**config.mk**
```make
export PLATFORM = sky130hd
export DESIGN_NAME = debounce_oneshot
export DESIGN_NICKNAME = d
export VERILOG_FILES = /design/src/rtl/debounce_oneshot.sv
export SDC_FILE = /design/constraint.sdc
export NUM_CORES = 1
export LEC_CHECK = 0
export BUFFER_PORTS_ARGS = -buffer_cell sky130_fd_sc_hd__buf_2
export CAP_MARGIN = 0
export CORE_MARGIN = 1
export CORE_UTILIZATION = 68
export CTS_BUF_LIST = sky130_fd_sc_hd__clkbuf_4
export DETAILED_ROUTE_END_ITERATION = 10
export GPL_TIMING_DRIVEN = 0
export PLACE_DENSITY = 0.95
export SLEW_MARGIN = 0
export SYNTH_ARGS = -nofsm -noshare
export SYNTH_HDL_FRONTEND = slang
export SYNTH_SLANG_ARGS = --single-unit
```
**constraint.sdc**
```tcl
create_clock -name clk -period 5.4 [get_ports clk]
set_input_delay 1.08 -clock clk [delete_from_list [all_inputs] [get_ports clk]]
set_output_delay 1.08 -clock clk [all_outputs]
set_load 0.05 [all_outputs]
```
**src/rtl/debounce_oneshot.sv**
```systemverilog
// Push-button debouncer with a 2-flop synchronizer; emits a one-cycle D_out pulse per accepted press.
// Define DEBOUNCE_AUTOREPEAT_EN to add a periodic repeat pulse while the button stays held.
module debounce_oneshot #(
    parameter int unsigned STABLE_CYCLES = 500000,
    parameter int unsigned REPEAT_CYCLES = 25000000,
    parameter int unsigned CNT_W         = 25
) (
    input  logic clk,
    input  logic rst,
    input  logic btn_in,
    output logic D_out,
    output logic btn_level
);

    typedef enum logic [1:0] {
        IDLE_LOW  = 2'd0,
        WAIT_HIGH = 2'd1,
        HIGH      = 2'd2,
        WAIT_LOW  = 2'd3
    } state_t;

    localparam logic [CNT_W-1:0] CNT_ZERO = CNT_W'(1'b0);
    localparam logic [CNT_W-1:0] CNT_ONE  = CNT_W'(1'b1);
    localparam logic [CNT_W-1:0] STABLE_C = CNT_W'(STABLE_CYCLES);

    // Out-of-range values would let the counters wrap, so reject them at elaboration.
    if (STABLE_CYCLES < 32'd1 || 64'(STABLE_CYCLES) >= (64'd1 << CNT_W) ||
        REPEAT_CYCLES < 32'd1 || 64'(REPEAT_CYCLES) >= (64'd1 << CNT_W)) begin : g_param_err
        $error("debounce_oneshot: STABLE_CYCLES/REPEAT_CYCLES out of range for CNT_W");
    end

    logic           sync1_r;
    logic           sync2_r;
    state_t         state_r;
    logic [CNT_W-1:0] cnt_r;

`ifdef DEBOUNCE_AUTOREPEAT_EN
    localparam logic [CNT_W-1:0] REPEAT_C = CNT_W'(REPEAT_CYCLES);
    logic [CNT_W-1:0] rep_r;
`endif

    // Two-flop synchronizer for the asynchronous button input.
    always_ff @(posedge clk) begin
        if (rst) begin
            sync1_r <= 1'b0;
            sync2_r <= 1'b0;
        end else begin
            sync1_r <= btn_in;
            sync2_r <= sync1_r;
        end
    end

    // Debounce FSM with stability counter; D_out and btn_level are registered here.
    always_ff @(posedge clk) begin
        if (rst) begin
            state_r   <= IDLE_LOW;
            cnt_r     <= CNT_ZERO;
            D_out     <= 1'b0;
            btn_level <= 1'b0;
`ifdef DEBOUNCE_AUTOREPEAT_EN
            rep_r     <= CNT_ZERO;
`endif
        end else begin
            D_out <= 1'b0;
`ifdef DEBOUNCE_AUTOREPEAT_EN
            rep_r <= CNT_ZERO;
`endif
            case (state_r)
                IDLE_LOW: begin
                    btn_level <= 1'b0;
                    if (sync2_r) begin
                        state_r <= WAIT_HIGH;
                        cnt_r   <= CNT_ONE;
                    end else begin
                        cnt_r   <= CNT_ZERO;
                    end
                end
                WAIT_HIGH: begin
                    if (!sync2_r) begin
                        state_r   <= IDLE_LOW;
                        cnt_r     <= CNT_ZERO;
                        btn_level <= 1'b0;
                    end else if (cnt_r == STABLE_C) begin
                        state_r   <= HIGH;
                        cnt_r     <= CNT_ZERO;
                        D_out     <= 1'b1;
                        btn_level <= 1'b1;
                    end else begin
                        cnt_r     <= cnt_r + CNT_ONE;
                        btn_level <= 1'b0;
                    end
                end
                HIGH: begin
                    btn_level <= 1'b1;
                    if (!sync2_r) begin
                        state_r <= WAIT_LOW;
                        cnt_r   <= CNT_ONE;
                    end else begin
                        cnt_r   <= CNT_ZERO;
`ifdef DEBOUNCE_AUTOREPEAT_EN
                        if (rep_r == REPEAT_C) begin
                            rep_r <= CNT_ZERO;
                            D_out <= 1'b1;
                        end else begin
                            rep_r <= rep_r + CNT_ONE;
                        end
`endif
                    end
                end
                WAIT_LOW: begin
                    if (sync2_r) begin
                        // Release glitch: back to HIGH without a new pulse.
                        state_r   <= HIGH;
                        cnt_r     <= CNT_ZERO;
                        btn_level <= 1'b1;
                    end else if (cnt_r == STABLE_C) begin
                        state_r   <= IDLE_LOW;
                        cnt_r     <= CNT_ZERO;
                        btn_level <= 1'b0;
                    end else begin
                        cnt_r     <= cnt_r + CNT_ONE;
                        btn_level <= 1'b1;
                    end
                end
                default: begin
                    state_r   <= IDLE_LOW;
                    cnt_r     <= CNT_ZERO;
                    btn_level <= 1'b0;
                end
            endcase
        end
    end

endmodule

```
Yosys cells after proc, flatten, opt, wreduce, memory -nomap -nowiden
Cells that the tools add are included.

Register bits: 31. Output and inout bits: 2. Input bits: 3.

Eq/ne operators: 8. Add/subtract/negate cells: 1. Mux-type cells: 18. Reductions and logical operators: 3. Bitwise logic cells: 1.

Operators with widths (count): case mux 25 bit (4 select lines) (1); two-way mux 25 bit (3); adder 25 x 1 -> 25 bit, second input constant (1); equality test 25 x 19 -> 1 bit, second input constant (1); two-way mux 2 bit (6); case mux 2 bit (4 select lines) (1); two-way mux 1 bit (6); inequality test 3 bit, second input constant (2); equality test 2 bit, second input constant (2); inequality test 2 bit, second input constant (2); case mux 1 bit (4 select lines) (1); AND reduction 4 bit (1); equality test 2 x 1 -> 1 bit, second input constant (1); logical NOT 2 bit (1); OR reduction 2 bit (1); inverter 1 bit (1).

Logic depth before layout (Yosys ltp)
Gate-level depths: netlist of run 1.

Depth in word-level cells: 4. Depth in mapped cells: 7.

Worst setup path after synthesis of run 1
OpenSTA, ideal clock, no wires.

Path type: input-to-reg. Start point: in rst. End point: reg cnt_r[14]. Setup time: 0.070 ns. Data required time: 5.330 ns. Path slack: 3.501 ns. Data arrival time: 1.829 ns. Buffers on the path: 1. Stages on the path: 4. Cell sequence: a21o_1 a211o_1 clkbuf_1 a21oi_1.

RTL lines: start: declaration (RTL line 9) `input logic rst,`; end signal: assignment (RTL line 89) `cnt_r <= cnt_r + CNT_ONE;`; end signal: assignment (RTL line 121) `cnt_r <= cnt_r + CNT_ONE;`; end: declaration (RTL line 35) `logic [CNT_W-1:0] cnt_r;`.

Final worst setup path of run 1
Start point: reg cnt_r[0]. End point: reg cnt_r[16].

Longest elaborated chain between the ends: 4. Elaborated cells between the ends (all ways): 6. Those cells by class: add/sub (1); eq/ne (1); mux (4).

Ends and longest elaborated chain: adder 25 x 1 -> 25 bit or equality test 25 x 19 -> 1 bit (tied branches); two-way mux 25 bit * (RTL line 83, 116); two-way mux 25 bit, on equally long branches (RTL line 111, 79); case mux 25 bit (4 select lines) * (RTL line 68) `case (state_r)`.

Mark *: on every way between the ends. The rest lies on a longest branch, timed or not. A chain may end at the register's enable or synchronous reset.

==> flow_metrics.py, run 1 <==
metrics = {
    "run_status": {
        "outcome": "complete, no violations",
    },
    "critical_path": {
        "slowest_stage": "clkbuf_1",
        "arrival_ns": 2.38,
        "start_kind": "flop",
        "cp.required_ns": 5.61,
        "end_kind": "flop",
        "path_cells": "inv_1 -> ha_1 -> nor4b_1 -> and4_1 -> a211o_1 -> clkbuf_1 -> a21oi_1",
        "slowest_delay_ns": 0.40,
        "path_max_fanout": 10,
        "critPathKind": "reg -> reg",
    },
    "sta": {
        "worst_slack_ns": 3.225,
        "setup_viol": 0,
        "finClkSkew_ns": 0.01482,
        "whs_ns": 0.4586,
        "fin_crit_sh": 0.4028,
        "rsz0062_at_grt": "no",
        "worstMarginPinSlew_ns": 0.6154,
        "fmax_ghz": 0.4597,
        "relSlewSlack": 0.5860,
        "hold_violations": 0,
        "fin_setup_tns_ns": 0,
        "slew_violations": 0,
        "period_needed_ns": 2.175,
    },
    "final_layout": {
        "diodes": 0,
        "fin_nets": 181,
        "final_cell_count_no_fill": 204,
        "postLayoutCoreUtil": 0.7816,
        "syn_to_final_growth_pct": 7.372,
        "drive_above_1_share": 0.1130,
    },
    "routing": {
        "vias_per_cell": 6.191,
        "first_iter_violations": 31,
        "postRouteAntennaNets": 0,
        "vias": 1263,
        "drt-pass1-iter-count": 4,
        "drc": 0,
        "wl_per_cell_um": 14.20,
        "drt-total-wl_um": 2896,
    },
    "synth": {
        "postSynthCellCount": 165,
        "synth_nets": 170,
        "yosysMostFrequentCell": "dfxtp_1",
        "netlist-cell-type-count": 34,
        "synth_edf_count": 0,
        "synthFlopType": "dfxtp_1",
        "yosys_warnings": 0,
        "syn_area_um2": 1443,
        "ys_seq_area_frac": 0.4302,
        "async_flop_share": 0,
        "synth_seq_cells": 31,
        "syn_area_per_cell_um2": 8.743,
        "synth_top_area_frac": 0.4302,
        "yosysTopAreaCell": "dfxtp_1",
        "synth_common_cells": "dfxtp_1, a21oi_1, nor2_1",
        "synthTopCellsByArea": "dfxtp_1, a21oi_1, xnor2_1, nor2_1, nor4_1",
    },
    "flow_run": {
        "drv_cap": 0,
    },
    "placement": {
        "io_buffers": 4,
        "dp_slack_ns": 3.156,
        "hpwlAfterDp_um": 2133,
        "placed_cells": 196,
        "gp_congestion": 0.8613,
    },
    "global_routing": {
        "antenna_found_initial": 0,
        "grt_overflow": 0,
        "grt_usage": 0.2968,
        "first_global_vias": 1047,
        "grt_max_degree": 11,
        "grt_pass1_wl_um": 4478,
    },
    "die": {
        "io_pins": 5,
        "chipHeight_um": 48.06,
        "chipWidth_um": 48.06,
        "fp.coreArea_um2": 1982,
        "start_util": 0.7279,
        "die-area_um2": 2310,
        "fp-row-count": 16,
    },
    "clocking": {
        "ctsHoldBuffers": 0,
        "cts_tree": "yes",
        "clkTransAtPathRegs_ns": 0.10,
        "cts.repair.resized": 0,
        "h-tree-depth": 2,
        "clockBufferDepth": 2,
        "numCtsBuffers": 5,
        "clock_latency_ns": 0.34,
        "clockRootBuffer": "clkbuf_4",
        "clock_sinks": 31,
        "cts_setup_buffers": 0,
    },
    "power_and_ir_drop": {
        "clock_power_share": 0.361,
        "switchingPower_mw": 0.08658,
        "netSwitchingFraction": 0.2364,
        "power_frac_seq": 0.629,
        "power_leakage_nw": 0.4733,
        "intPower_mw": 0.2796,
        "power_density_nw_per_um2": 236.4,
        "peakVddDrop_mv": 0.2420,
        "combPwrFrac": 0.009,
    },
    "worst_hold_path": {
        "min_path_type": "reg -> reg",
    },
}
## metrics by stage
| stage | total power, mW | cell area, um2 |
|---|---|---|
| 6_report | 0.3662 | 1549 |
| 3_3_place_gp | 0.2389 | 1496 |
| 3_5_place_dp | 0.2392 | 1496 |
| 2_1_floorplan | 0.2374 | 1443 |
| 4_1_cts | 0.3697 | 1549 |
| 5_1_grt | 0.3768 | 1549 |
## layout by cell type (no fill, tap or decap)
cell	netlist	routed
a21o_1	2	2
a31o_2	1	1
and2_1	2	2
xor2_1	4	4
clkbuf_1	3	3
nor2b_1	2	2
or3_1	5	5
ha_1	2	2
a31oi_1	1	1
or3_2	2	2
and4_1	2	2
nor4b_1	3	3
nor3_1	1	1
nand2b_1	2	2
or4_1	5	5
or4_4	1	1
a211o_1	1	1
clkbuf_4	0	5
nand4_1	6	6
and4_2	1	1
nand2_1	8	8
o21ai_0	6	6
a21oi_1	14	14
nand3b_1	1	1
and3_2	1	1
buf_2	0	4
dfxtp_1	31	31
a21bo_2	1	1
xnor2_1	8	8
and3_1	4	4
nor4_1	8	8
nor2_1	14	14
clkinv_2	0	3
inv_1	9	9
nand3_1	9	9
nand4_4	1	1
o31ai_1	4	4
## worst max-delay path, delay by kind of cell (launching register included)
kind	cells	cell delay, ns
and+or+nand+nor	2	0.70
AOI/OAI and AO/OA	2	0.34
buffers and inverters	2	0.48
adders and majority gates	1	0.14
DFF	1	0.38
## power groups by stage
stage / logic, mW / registers (mW) / clock network [mW]
3_3_place_gp: 0.00330 / 0.236 / 0
6_report: 0.00347 / 0.230 / 0.132
3_5_place_dp: 0.00348 / 0.236 / 0
2_1_floorplan: 0.00196 / 0.235 / 0
5_1_grt: 0.00406 / 0.231 / 0.142
4_1_cts: 0.00348 / 0.230 / 0.136
## metal layers
layer / global-route usage / up-vias / share of wire
li1: - / 626 / -
met1: 0.3426 / 602 / 0.46
met2: 0.4811 / 31 / 0.48
met3: 0.1245 / 4 / 0.044
met4: 0.1278 / 0 / 0.012
met5: 0 / - / 0
## logic make-up after synthesis
logic type / after synthesis / share of synthesized area
AO/OA/AOI/OAI: 30 / 0.1240
XOR/XNOR: 12 / 0.07285
adder cells (fa/ha/maj): 2 / 0.01734
buffers and inverters: 12 / 0.03122
flip-flops: 31 / 0.4302
AND/OR/NAND/NOR: 78 / 0.3244
## cell type report
cell class | instances | area, um2
buffer | 3 | 11.26
clock buffer | 5 | 37.54
clock inverter | 3 | 15.01
fill | 138 | 432.9
inverter | 9 | 33.78
multi-input combinational | 122 | 777.0
sequential | 31 | 620.6
tap | 27 | 33.78
timing repair buffer | 4 | 20.02
## flip-flops by register name, summed over array words and instances, names as in the netlist, named ones only
register,count
state_r,1
D_out,1
btn_level,1
sync1_r,1
sync2_r,1
cnt_r,25
## worst paths after layout
check,slack [ns],from,to,cells past startpoint
min,0.46,sync1_r$_SDFF_PP0_,sync2_r$_SDFF_PP0_,1
max reg2reg,3.22,cnt_r[0]$_SDFF_PP0_,cnt_r[16]$_SDFF_PP0_,7
max,3.22,cnt_r[0]$_SDFF_PP0_,cnt_r[16]$_SDFF_PP0_,7
min reg2reg,0.46,sync1_r$_SDFF_PP0_,sync2_r$_SDFF_PP0_,1
Note: power is estimated with default switching activity, not from simulation.
==> run 2, diff against run 1 <==
Settings changed: ABC_AREA from default to 1, CORE_UTILIZATION 68 to 63, PLACE_DENSITY 0.95 to 0.9.
Clock period 5.4 ns to 2.3 ns, I/O delays scaled along.
==> run 2 against run 1 <==
  * Global-route usage fell by 3.7 points
  * Core utilization shrank 5.1 points
  * Sequential power is 140% higher
  * First-iteration DRC count grew 45%
  * Via count grew 7.7%
  * Clock skew down 0.0070 ns
  * Clock power grew 120%
  * Synthesized cell count is 42% higher
  * Synthesized area increased by 8.2%
  * Critical endpoint is now cnt_r[24]$_SDFF_PP0_
  * Largest cell class unchanged
  * Largest power group unchanged
==> flow_metrics.py, run 2 <==
metrics = {
    "critical_path": {
        "critPathKind": "reg -> reg",
        "end_kind": "flop",
        "arrival_ns": 1.97,
        "start_kind": "flop",
        "path_max_fanout": 4,
        "cp.required_ns": 2.53,
    },
    "routing": {
        "vias_per_cell": 4.982,
        "first_iter_violations": 45,
        "drc": 0,
        "postRouteAntennaNets": 0,
        "vias": 1360,
        "wl_per_cell_um": 10.88,
        "drt-pass1-iter-count": 4,
        "drt-total-wl_um": 2969,
    },
    "clocking": {
        "clockRootBuffer": "clkbuf_4",
        "clock_sinks": 31,
        "clock_latency_ns": 0.33,
        "cts.repair.resized": 0,
        "ctsHoldBuffers": 0,
        "cts_tree": "yes",
        "numCtsBuffers": 5,
        "clockBufferDepth": 2,
        "h-tree-depth": 2,
        "clkTransAtPathRegs_ns": 0.09,
        "cts_setup_buffers": 0,
    },
    "power_and_ir_drop": {
        "intPower_mw": 0.6523,
        "power_leakage_nw": 0.5800,
        "netSwitchingFraction": 0.2256,
        "power_frac_seq": 0.643,
        "p_total_mw": 0.8424,
        "peakVddDrop_mv": 0.4204,
        "power_density_nw_per_um2": 507.0,
        "clock_power_share": 0.343,
        "combPwrFrac": 0.014,
        "switchingPower_mw": 0.1900,
    },
    "global_routing": {
        "grt_pass1_wl_um": 4974,
        "first_global_vias": 1229,
        "antenna_found_initial": 0,
        "grt_usage": 0.2594,
        "grt_max_degree": 11,
        "grt_overflow": 0,
    },
    "synth": {
        "synthFlopType": "dfxtp_1",
        "yosysMostFrequentCell": "nor2_1",
        "yosys_warnings": 0,
        "synth_common_cells": "nor2_1, nand2_1, dfxtp_1",
        "synth_nets": 239,
        "synth_edf_count": 0,
        "synth_top_area_frac": 0.3978,
        "synthTopCellsByArea": "dfxtp_1, nor2_1, nand2_1, xor2_1, inv_1",
        "syn_area_um2": 1560,
        "netlist-cell-type-count": 18,
        "async_flop_share": 0,
        "syn_area_per_cell_um2": 6.668,
        "yosysTopAreaCell": "dfxtp_1",
        "synth_seq_cells": 31,
        "postSynthCellCount": 234,
        "ys_seq_area_frac": 0.3978,
    },
    "placement": {
        "gp_congestion": 0.8817,
        "hpwlAfterDp_um": 2259,
        "dp_slack_ns": 0.5702,
        "io_buffers": 4,
        "placed_cells": 266,
    },
    "final_layout": {
        "largest_register_ffs": 25,
        "syn_to_final_growth_pct": 6.495,
        "fin_nets": 250,
        "final_common_cell": "nor2_1",
        "final_cell_count_no_fill": 273,
        "top_register": "cnt_r",
        "diodes": 0,
        "final_cell_mix": "nor2_1, nand2_1, dfxtp_1",
        "drive_above_1_share": 0.06939,
    },
    "die": {
        "fp-row-count": 17,
        "chipHeight_um": 51.77,
        "start_util": 0.6855,
        "fp.coreArea_um2": 2276,
        "die-area_um2": 2680,
        "io_pins": 5,
        "chipWidth_um": 51.77,
    },
    "sta": {
        "worst_slack_ns": 0.5558,
        "setup_viol": 0,
        "slew_violations": 0,
        "period_needed_ns": 1.744,
        "fin_setup_tns_ns": 0,
        "fmax_ghz": 0.5733,
        "worstMarginPinSlew_ns": 0.3450,
        "relSlewSlack": 0.7691,
        "finClkSkew_ns": 0.007806,
        "whs_ns": 0.3289,
        "hold_violations": 0,
        "rsz0062_at_grt": "no",
        "fin_crit_sh": 0.7584,
    },
    "run_status": {
        "outcome": "complete, no violations",
    },
    "flow_run": {
        "drv_cap": 0,
    },
    "worst_hold_path": {
        "min_path_type": "in -> reg",
    },
}
run 2: cell count changes in the layout (fill, tap and decap cells not counted), moves of 8 or more:
cell,change
nor2_1,+59
nand2_1,+49
inv_1,+16
a21oi_1,-13
nor4_1,-8
xor2_1,+8
run 2: logic make-up (layout without fill, tap and decap cells):
group                    count (synthesis)  count (layout)  synth area share
AO/OA/AOI/OAI                            3               3           0.01363
XOR/XNOR                                18              18            0.1010
adder cells (fa/ha/maj)                  2               2           0.01604
buffers and inverters                   28              39           0.07698
flip-flops                              31              31            0.3978
AND/OR/NAND/NOR                        152             152            0.3945
run 2: final cells by class:
class                      instances  area [um2]
clock buffer                       5       37.54
clock inverter                     2       8.758
tap                               28       35.03
inverter                          26       97.59
fill                             190       614.3
buffer                             2       22.52
sequential                        31       620.6
timing repair buffer               4       20.02
multi-input combinational        175       819.5
run 2: layer usage:
layer  up-vias  global-route usage  share of wire
met2        23              0.4307           0.46
met3         7             0.09649          0.038
met5         -                   0              0
met4         0             0.09459          0.015
li1        735                   -              -
met1       595              0.3027           0.49
run 2: worst max-delay path, cell delays in order (launching register included):
cell and delay (ns):
dfxtp_1 0.40, ha_1 0.21, nand2_1 0.07, nor2_2 0.15
nand2_1 0.11, nor2_1 0.21, nand2_1 0.16, nor2_1 0.17
nand2_1 0.07, nand2_1 0.06, nor2_1 0.04
run 2: final timing paths:
check             depth (start not counted)                   end  slack (ns)                start
setup / recovery                         10  cnt_r[24]$_SDFF_PP0_        0.56  cnt_r[0]$_SDFF_PP0_
hold / removal                            2    sync2_r$_SDFF_PP0_        0.33                  rst
setup reg to reg                         10  cnt_r[24]$_SDFF_PP0_        0.56  cnt_r[0]$_SDFF_PP0_
hold reg to reg                           2    sync2_r$_SDFF_PP0_        0.42   sync1_r$_SDFF_PP0_
run 2: power by group through the flow:
stage | sequential, mW | clock, mW | combinational [mW]
finish | 0.542 | 0.289 | 0.0116
CTS | 0.542 | 0.291 | 0.0118
global route | 0.542 | 0.320 | 0.0131
floorplan | 0.554 | 0 | 0.00762
global placement | 0.554 | 0 | 0.0107
detailed placement | 0.554 | 0 | 0.0117
run 2: per-stage QoR:
stage          utilization  cell area, um2
2_1_floorplan            -            1560
3_3_place_gp        0.7097            1615
3_5_place_dp        0.7097            1615
4_1_cts             0.7301            1662
5_1_grt             0.7301            1662
6_report            0.7301            1662
